**src/rtl/calc_pkg.sv**
```systemverilog
// Shared types and default sizing for the inference calculation sequencer.
package calc_pkg;

  typedef enum logic [2:0] {
    IDLE,
    CLEAR,
    STREAM,
    DRAIN,
    STORE,
    DONE
  } state_t;

  localparam int DEF_NUM_INPUTS  = 784;
  localparam int DEF_NUM_OUTPUTS = 10;
  localparam int DEF_ADDR_W      = 11;
  localparam int DEF_OUT_ADDR_W  = 4;
  localparam int DEF_RES_W       = 17;

endpackage

```
**src/rtl/calc_sequencer_flex_counter.sv**
```systemverilog
// Up-counter with synchronous clear that stops at rollover_val instead of wrapping.
module flex_counter #(
  parameter int W = 4
) (
  input  logic         clk,
  input  logic         n_rst,
  input  logic         clear,
  input  logic         count_enable,
  input  logic [W-1:0] rollover_val,
  output logic [W-1:0] count_out,
  output logic         rollover_flag
);

  logic [W-1:0] count_q;
  logic [W-1:0] count_d;

  always_comb begin
    count_d = count_q;
    if (clear) begin
      count_d = '0;
    end else if (count_enable && (count_q != rollover_val)) begin
      count_d = count_q + 1'b1;
    end
  end

  always_ff @(posedge clk) begin
    if (!n_rst) begin
      count_q <= '0;
    end else begin
      count_q <= count_d;
    end
  end

  assign count_out     = count_q;
  assign rollover_flag = (count_q == rollover_val);

endmodule

```
**src/rtl/calc_sequencer.sv**
```systemverilog
// Walks every output neuron: streams input indices to the SRAMs, times the MAC, stores results.
module calc_sequencer
  import calc_pkg::*;
#(
  parameter int NUM_INPUTS  = DEF_NUM_INPUTS,
  parameter int NUM_OUTPUTS = DEF_NUM_OUTPUTS,
  parameter int ADDR_W      = DEF_ADDR_W,
  parameter int OUT_ADDR_W  = DEF_OUT_ADDR_W,
  parameter int RES_W       = DEF_RES_W
) (
  input  logic                  clk,
  input  logic                  n_rst,
  input  logic                  start_calc,
  input  logic [RES_W-1:0]      mac_result,
  output logic [ADDR_W-1:0]     pixel_address,
  output logic [ADDR_W-1:0]     weight_address,
  output logic [OUT_ADDR_W-1:0] weight_bank,
  output logic                  mem_read_en,
  output logic                  mac_clear,
  output logic                  mac_enable,
  output logic                  result_wen,
  output logic [OUT_ADDR_W-1:0] output_address,
  output logic [RES_W-1:0]      result_data,
  output logic                  busy,
  output logic                  done_calc
);

  if (NUM_INPUTS < 1 || NUM_INPUTS > (1 << ADDR_W)) begin : g_bad_inputs
    $error("calc_sequencer: NUM_INPUTS does not fit in ADDR_W");
  end
  if (NUM_OUTPUTS < 1 || NUM_OUTPUTS > (1 << OUT_ADDR_W)) begin : g_bad_outputs
    $error("calc_sequencer: NUM_OUTPUTS does not fit in OUT_ADDR_W");
  end

  localparam logic [ADDR_W-1:0]     IN_LAST  = ADDR_W'(NUM_INPUTS - 1);
  localparam logic [OUT_ADDR_W-1:0] OUT_LAST = OUT_ADDR_W'(NUM_OUTPUTS - 1);

  state_t state_q, state_d;
  logic   mem_read_en_q, mem_read_en_d;
  logic   mac_clear_q, mac_clear_d;
  logic   mac_enable_q, mac_enable_d;
  logic   result_wen_q, result_wen_d;
  logic   busy_q, busy_d;
  logic   done_q, done_d;

  logic                  in_clear, in_en, in_last;
  logic                  out_clear, out_en, out_last;
  logic [ADDR_W-1:0]     in_idx;
  logic [OUT_ADDR_W-1:0] out_idx;

  flex_counter #(.W(ADDR_W)) u_in_cnt (
    .clk          (clk),
    .n_rst        (n_rst),
    .clear        (in_clear),
    .count_enable (in_en),
    .rollover_val (IN_LAST),
    .count_out    (in_idx),
    .rollover_flag(in_last)
  );

  flex_counter #(.W(OUT_ADDR_W)) u_out_cnt (
    .clk          (clk),
    .n_rst        (n_rst),
    .clear        (out_clear),
    .count_enable (out_en),
    .rollover_val (OUT_LAST),
    .count_out    (out_idx),
    .rollover_flag(out_last)
  );

  always_comb begin
    state_d   = state_q;
    done_d    = done_q;
    in_clear  = 1'b0;
    in_en     = 1'b0;
    out_clear = 1'b0;
    out_en    = 1'b0;
    case (state_q)
      IDLE: begin
        if (start_calc) begin
          state_d   = CLEAR;
          out_clear = 1'b1;
          done_d    = 1'b0;
        end
      end
      CLEAR: begin
        in_clear = 1'b1;
        state_d  = STREAM;
      end
      STREAM: begin
        in_en = 1'b1;
        if (in_last) state_d = DRAIN;
      end
      DRAIN: state_d = STORE;
      STORE: begin
        if (out_last) begin
          state_d = DONE;
        end else begin
          out_en  = 1'b1;
          state_d = CLEAR;
        end
      end
      DONE: begin
        done_d  = 1'b1;
        state_d = IDLE;
      end
      default: state_d = IDLE;
    endcase

    // Strobes are registered so they line up with the state being entered.
    mac_clear_d   = (state_d == CLEAR);
    mem_read_en_d = (state_d == STREAM);
    result_wen_d  = (state_d == STORE);
    busy_d        = (state_d != IDLE);
    mac_enable_d  = mem_read_en_q;
  end

  always_ff @(posedge clk) begin
    if (!n_rst) begin
      state_q       <= IDLE;
      mem_read_en_q <= 1'b0;
      mac_clear_q   <= 1'b0;
      mac_enable_q  <= 1'b0;
      result_wen_q  <= 1'b0;
      busy_q        <= 1'b0;
      done_q        <= 1'b0;
    end else begin
      state_q       <= state_d;
      mem_read_en_q <= mem_read_en_d;
      mac_clear_q   <= mac_clear_d;
      mac_enable_q  <= mac_enable_d;
      result_wen_q  <= result_wen_d;
      busy_q        <= busy_d;
      done_q        <= done_d;
    end
  end

  assign pixel_address  = in_idx;
  assign weight_address = in_idx;
  assign weight_bank    = out_idx;
  assign output_address = out_idx;
  assign mem_read_en    = mem_read_en_q;
  assign mac_clear      = mac_clear_q;
  assign mac_enable     = mac_enable_q;
  assign result_wen     = result_wen_q;
  assign busy           = busy_q;
  assign done_calc      = done_q;
  // mac_result is only valid during STORE, so it is passed through rather than registered.
  assign result_data    = result_wen_q ? mac_result : '0;

endmodule

```
**config.mk**
```make
export PLATFORM = sky130hd
export DESIGN_NAME = calc_sequencer
export DESIGN_NICKNAME = d
export VERILOG_FILES = /design/src/rtl/calc_pkg.sv /design/src/rtl/calc_sequencer_flex_counter.sv /design/src/rtl/calc_sequencer.sv
export SDC_FILE = /design/constraint.sdc
export NUM_CORES = 1
export LEC_CHECK = 0
export ABC_CLOCK_PERIOD_IN_PS = 2400
export BUFFER_PORTS_ARGS = -buffer_cell sky130_fd_sc_hd__buf_2
export CORE_MARGIN = 2
export CORE_UTILIZATION = 45
export CTS_BUF_LIST = sky130_fd_sc_hd__clkbuf_4 sky130_fd_sc_hd__clkbuf_8 sky130_fd_sc_hd__clkbuf_16
export DETAILED_ROUTE_END_ITERATION = 8
export GPL_ROUTABILITY_DRIVEN = 0
export GPL_TIMING_DRIVEN = 0
export PLACE_DENSITY = 0.81
export SYNTH_ARGS = -nofsm -noshare
export SYNTH_HDL_FRONTEND = slang
export SYNTH_SLANG_ARGS = --single-unit
```
**constraint.sdc**
```tcl
create_clock -name clk -period 2.4 [get_ports clk]
set_input_delay 0.36 -clock clk [delete_from_list [all_inputs] [get_ports clk]]
set_output_delay 0.36 -clock clk [all_outputs]
set_load 0.01 [all_outputs]
```
# After elaboration in Yosys (flattened, before gate mapping)
# Cells that the tools add are included.
# word_totals
wordCells	46
in_bits	20
output_inout_bits	53
reg_bits	24
# classes
n_mux	13
bitwise_logic	1
add_sub_neg	2
reduce_logical	8
n_eq_ne	13
# ops
cell	count
17-bit 2-to-1 mux	1
3-bit one-hot mux with 5 select lines	1
11-bit by 1-bit adder with 11-bit output, second input constant	1
11-bit by 10-bit equality test with 1-bit output, second input constant	1
11-bit by 10-bit inequality test with 1-bit output, second input constant	1
3-bit by 2-bit equality test with 1-bit output, second input constant	3
3-bit equality test, second input constant	3
3-bit 2-to-1 mux	3
1-bit 2-to-1 mux	7
3-bit by 1-bit equality test with 1-bit output, second input constant	2
4-bit by 1-bit adder with 4-bit output, second input constant	1
4-bit equality test, second input constant	1
4-bit inequality test, second input constant	1
2-bit OR reduction	2
3-bit zero test	1
3-bit nonzero test	1
1-bit logical AND	2
2-bit inequality test, second input constant	1
1-bit one-hot mux with 2 select lines	1
2-bit AND reduction	1
2-bit nonzero test	1
1-bit NOT	1

# Logic depth before layout (Yosys ltp)
# depth
depth_word	4
ltp_mapped	6
mapped_depth_nobuf	6

# Hierarchy
# Synthesis repeated with hierarchy kept, for this count alone.
# unflattened
cells_unflattened	181
area_unflattened_um2	1501.4
# by_module_without_submodules
module	cells_per_inst	instances	seq_area_each_um2	area_each_um2
flex_counter (u_in_cnt)	78	1	220.2	641.9
calc_sequencer	77	1	180.2	610.6
flex_counter (u_out_cnt)	26	1	80.1	249.0

# Worst setup path before layout
# Ideal clock, no wire load.
# synth_timing
path_kind	register to register
from	register u_in_cnt.count_q[5], in the netlist u_in_cnt.count_out[5]
to	register result_wen_q, in the netlist result_wen
arrival_time_ns	1.490
synth_period_minus_slack_ns	1.604
setup_time_ns	0.115
stages_incl_launch_ff	6
path_buffers	1
path_slack_ns	0.796
required_time_ns	2.285
cell_sequence	dfxtp_1 -> or4_1 -> nor4_2 -> buf_4 -> a21oi_4 -> o21ba_1
# synth_between
elab_chain_len	4
# synth_rtl
item	line_no	rtl
start, declared	calc_sequencer_flex_counter.sv:14	logic [W-1:0] count_q;
start signal, assigned	calc_sequencer_flex_counter.sv:30	count_q <= count_d;
11-bit by 10-bit equality test with 1-bit output	calc_sequencer_flex_counter.sv:35	assign rollover_flag = (count_q == rollover_val);
3-bit 2-to-1 mux	calc_sequencer.sv:92	if (in_last) state_d = DRAIN;
3-bit one-hot mux with 5 select lines	calc_sequencer.sv:78	case (state_q)
3-bit equality test	calc_sequencer.sv:113	result_wen_d = (state_d == STORE);
end signal, assigned	calc_sequencer.sv:132	result_wen_q <= result_wen_d;
end, declared	calc_sequencer.sv:42	logic result_wen_q, result_wen_d;
# No other way between the ends.
# A chain may end at the register's enable or synchronous reset.

# Final worst setup path
# layout_timing
from	register u_in_cnt.count_q[5], in the netlist u_in_cnt.count_out[5]
to	register mem_read_en_q, in the netlist mem_read_en
# layout_between
elab_chain_len	4
# layout_rtl
item	line_no	rtl
11-bit by 10-bit equality test with 1-bit output	calc_sequencer_flex_counter.sv:35	
3-bit 2-to-1 mux	calc_sequencer.sv:92	
3-bit one-hot mux with 5 select lines	calc_sequencer.sv:78	
3-bit by 2-bit equality test with 1-bit output	calc_sequencer.sv:112	mem_read_en_d = (state_d == STREAM);
end signal, assigned	calc_sequencer.sv:129	mem_read_en_q <= mem_read_en_d;
end, declared	calc_sequencer.sv:39	logic mem_read_en_q, mem_read_en_d;
# No other way between the ends.

==> flow_summary.json <==
{
  "status": "finished, violations left",
  "violations": "DRC",
  "ir_drop_mv": 0.278,
  "skew_ps": 6.21,
  "clkSlewWorstSetupHoldPaths_ps": 130,
  "synthesis.nets": 180,
  "tightest_slew_ps": 466,
  "seq_power_share_pct": 56.8,
  "insertion_delay_ps": 320,
  "hold_viol": 0,
  "grt_pass1_wl_mm": 4.66,
  "start_util_pct": 48.0,
  "slew_headroom_pct": 68.6,
  "powerDensity_nw_per_um2": 410,
  "detail_route.wl_per_cell_um": 10.9,
  "cts_sinks": 24,
  "std_cell_rows": 19,
  "start_kind": "flop",
  "tritoncts": "done",
  "clkPwrFrac_pct": 29.2,
  "area_growth_pct": 32.3,
  "cts_resized": 0,
  "drive_gt1_share_pct": 44.2,
  "numCtsBuffers": 3,
  "place_ws_ps": 717,
  "synthTopCellsByArea": "dfxtp_1, buf_4, and2_1, a21oi_1, nor2_1",
  "first_global_vias": 1117,
  "required_ps": 2630,
  "dieArea_um2": 3450,
  "fin_cells": 264,
  "final_antenna_net_count": 0,
  "cts_max_level": 1,
  "pin_count": 73,
  "die_height_um": 58.7,
  "synthCells": 157,
  "routed_via_density": 4.95,
  "switchingPower_mw": 0.181,
  "drt_pass1_iterations": 6,
  "drtIter0Drc": 58,
  "p_sw_share_pct": 24.8,
  "portBuffers": 72,
  "finalCriticalPeriod_ps": 1690,
  "worst-r2r-cell-count": 5,
  "worstSetupPathType": "reg2reg",
  "cts_setup_buffers": 0,
  "nets": 257,
  "ys_ff_latch": 24,
  "ctsHoldBuffers": 0,
  "leakagePower_nw": 0.936,
  "placedCellCount": 260,
  "num_vias": 1308,
  "reg2reg_from": "u_in_cnt.count_out[5]",
  "rrSetupSlack_ps": 710,
  "cp_cell_sequence": "or4_1 > nor4_2 > buf_4 > a21oi_4 > o21a_1",
  "hold_path_class": "in2reg",
  "rsz0062_at_grt": "false",
  "totalWireLength_mm": 2.87,
  "n_fill_cell": 282,
  "avgSynthCellArea_um2": 8.58,
  "final_cell_mix": "buf_2, dfxtp_1, and2_1",
  "crit_path_max_incr_delay_ps": 540,
  "post-route-util_pct": 63.5,
  "slowest_stage": "or4_1",
  "slew_violations": 0,
  "final.setup.tns_ps": 0,
  "worstPathArrival_ps": 1910,
  "yosysTopAreaCellShare_pct": 35.7,
  "timing.final.crit_share_pct": 70.2,
  "crit_path_end_kind": "flop",
  "antennaDiodeCount": 0,
  "cp_max_fo": 10,
  "drc": 3,
  "min_path_cells": 3,
  "cts_root_buf": "clkbuf_4",
  "core_area_um2": 2810,
  "ys_seq_area_share_pct": 35.7,
  "min_from": "n_rst",
  "synth.cell_area_um2": 1350,
  "yosysTopAreaCell": "dfxtp_1",
  "antenna_found_initial": 0,
  "r2r_end": "mem_read_en",
  "drv_cap": 0,
  "dp_hpwl_mm": 2.24,
  "synth.distinct_cells": 39,
  "finalWorstSetupSlack_ps": 714,
  "yosysWarnings": 0,
  "gr-usage-all-layers_pct": 16.7,
  "comb_power_share_pct": 14.0,
  "setup_violations": 0,
  "p_int_mw": 0.550,
  "fin_hold_ws_ps": 333,
  "overflow": 0,
  "hold_end": "state_q[2]",
  "grt_max_degree": 14,
  "mostFrequentLayoutCell": "buf_2",
  "dieWidth_um": 58.7,
  "clock_path_buffers": 2,
  "fmax_mhz": 593
}
-- routing by layer --
metal	GRT usage (%)	vias to the layer above	part of all wire [%]	routed length, µm
met5	0	-	0	0
met4	2.27	0	0.70	20
met3	4.62	4	5.3	151
met2	31.1	33	50	1440
met1	19.3	594	44	1260
li1	-	677	-	-
-- logic make-up after synthesis --
logic type	after synthesis	synth area share, %
AND/OR/NAND/NOR	71	31.9
AO/OA/AOI/OAI	27	13.1
buffers and inverters	25	12.0
flip-flops	24	35.7
XOR/XNOR	7	4.55
adder cells (fa/ha/maj)	3	2.79
-- registers in the layout, indices dropped and copies added (netlist names) --
register             count
done_calc                1
busy                     1
state_q                  3
u_in_cnt.count_out      11
u_out_cnt.count_out      4
result_wen               1
mac_clear                1
mac_enable               1
mem_read_en              1
-- power groups by stage --
stage          combinational (mW)  sequential (mW)  clock, mW
2_1_floorplan              0.0598            0.429          0
3_3_place_gp               0.0997            0.424          0
3_5_place_dp                0.102            0.424          0
4_1_cts                     0.103            0.415      0.220
5_1_grt                     0.113            0.417      0.231
6_report                    0.102            0.415      0.214
-- synth_stat cells (all sizes together) --
cell type	n
a211o	1
a211oi	1
a21oi	10
a22o	1
and2	19
and3	1
and3b	1
and4	1
and4bb	1
buf	19
clkbuf	3
dfxtp	24
ha	3
inv	3
nand2	9
nand2b	3
nand3	5
nand4	3
nor2	12
nor2b	4
nor3	1
nor3b	3
nor4	1
o211ai	1
o21a	1
o21ai	7
o21ba	1
o31ai	4
or3	3
or4	4
xnor2	2
xor2	5
-- per-stage QoR --
stage | cell area [µm²] | total power [mW]
after floorplan | 1350 | 0.488
after global placement | 1750 | 0.524
after detailed placement | 1750 | 0.527
after CTS | 1780 | 0.738
after global routing | 1780 | 0.761
final | 1780 | 0.731
-- worst max path at each step --
stage               cells after the start  slack (ps)              end                  start
floorplan                               5         800       result_wen  u_in_cnt.count_out[5]
global placement                        5         730      mem_read_en  u_in_cnt.count_out[5]
detailed placement                      5         720       result_wen  u_in_cnt.count_out[5]
CTS                                     3         690  result_data[14]             result_wen
global route                            3         560  result_data[13]             result_wen
finish                                  5         710      mem_read_en  u_in_cnt.count_out[5]
-- layout make-up --
type | count | area, µm² | share of cell area, %
tap | 31 | 38.8 | 2.18
buffer | 22 | 150 | 8.43
multi-input combinational | 108 | 704 | 39.5
clock buffer | 4 | 36.3 | 2.04
timing repair buffer | 72 | 360 | 20.2
inverter | 3 | 11.3 | 0.632
sequential | 24 | 480 | 27.0
-- critical path: cells and delay by family, from the launching register on --
family,cells,cell delay (ps)
AND/OR/NAND/NOR,2,720
flip-flops,1,400
AO/OA/AOI/OAI,2,260
buffers and inverters,1,220
Note: power is estimated with default switching activity, not from simulation.
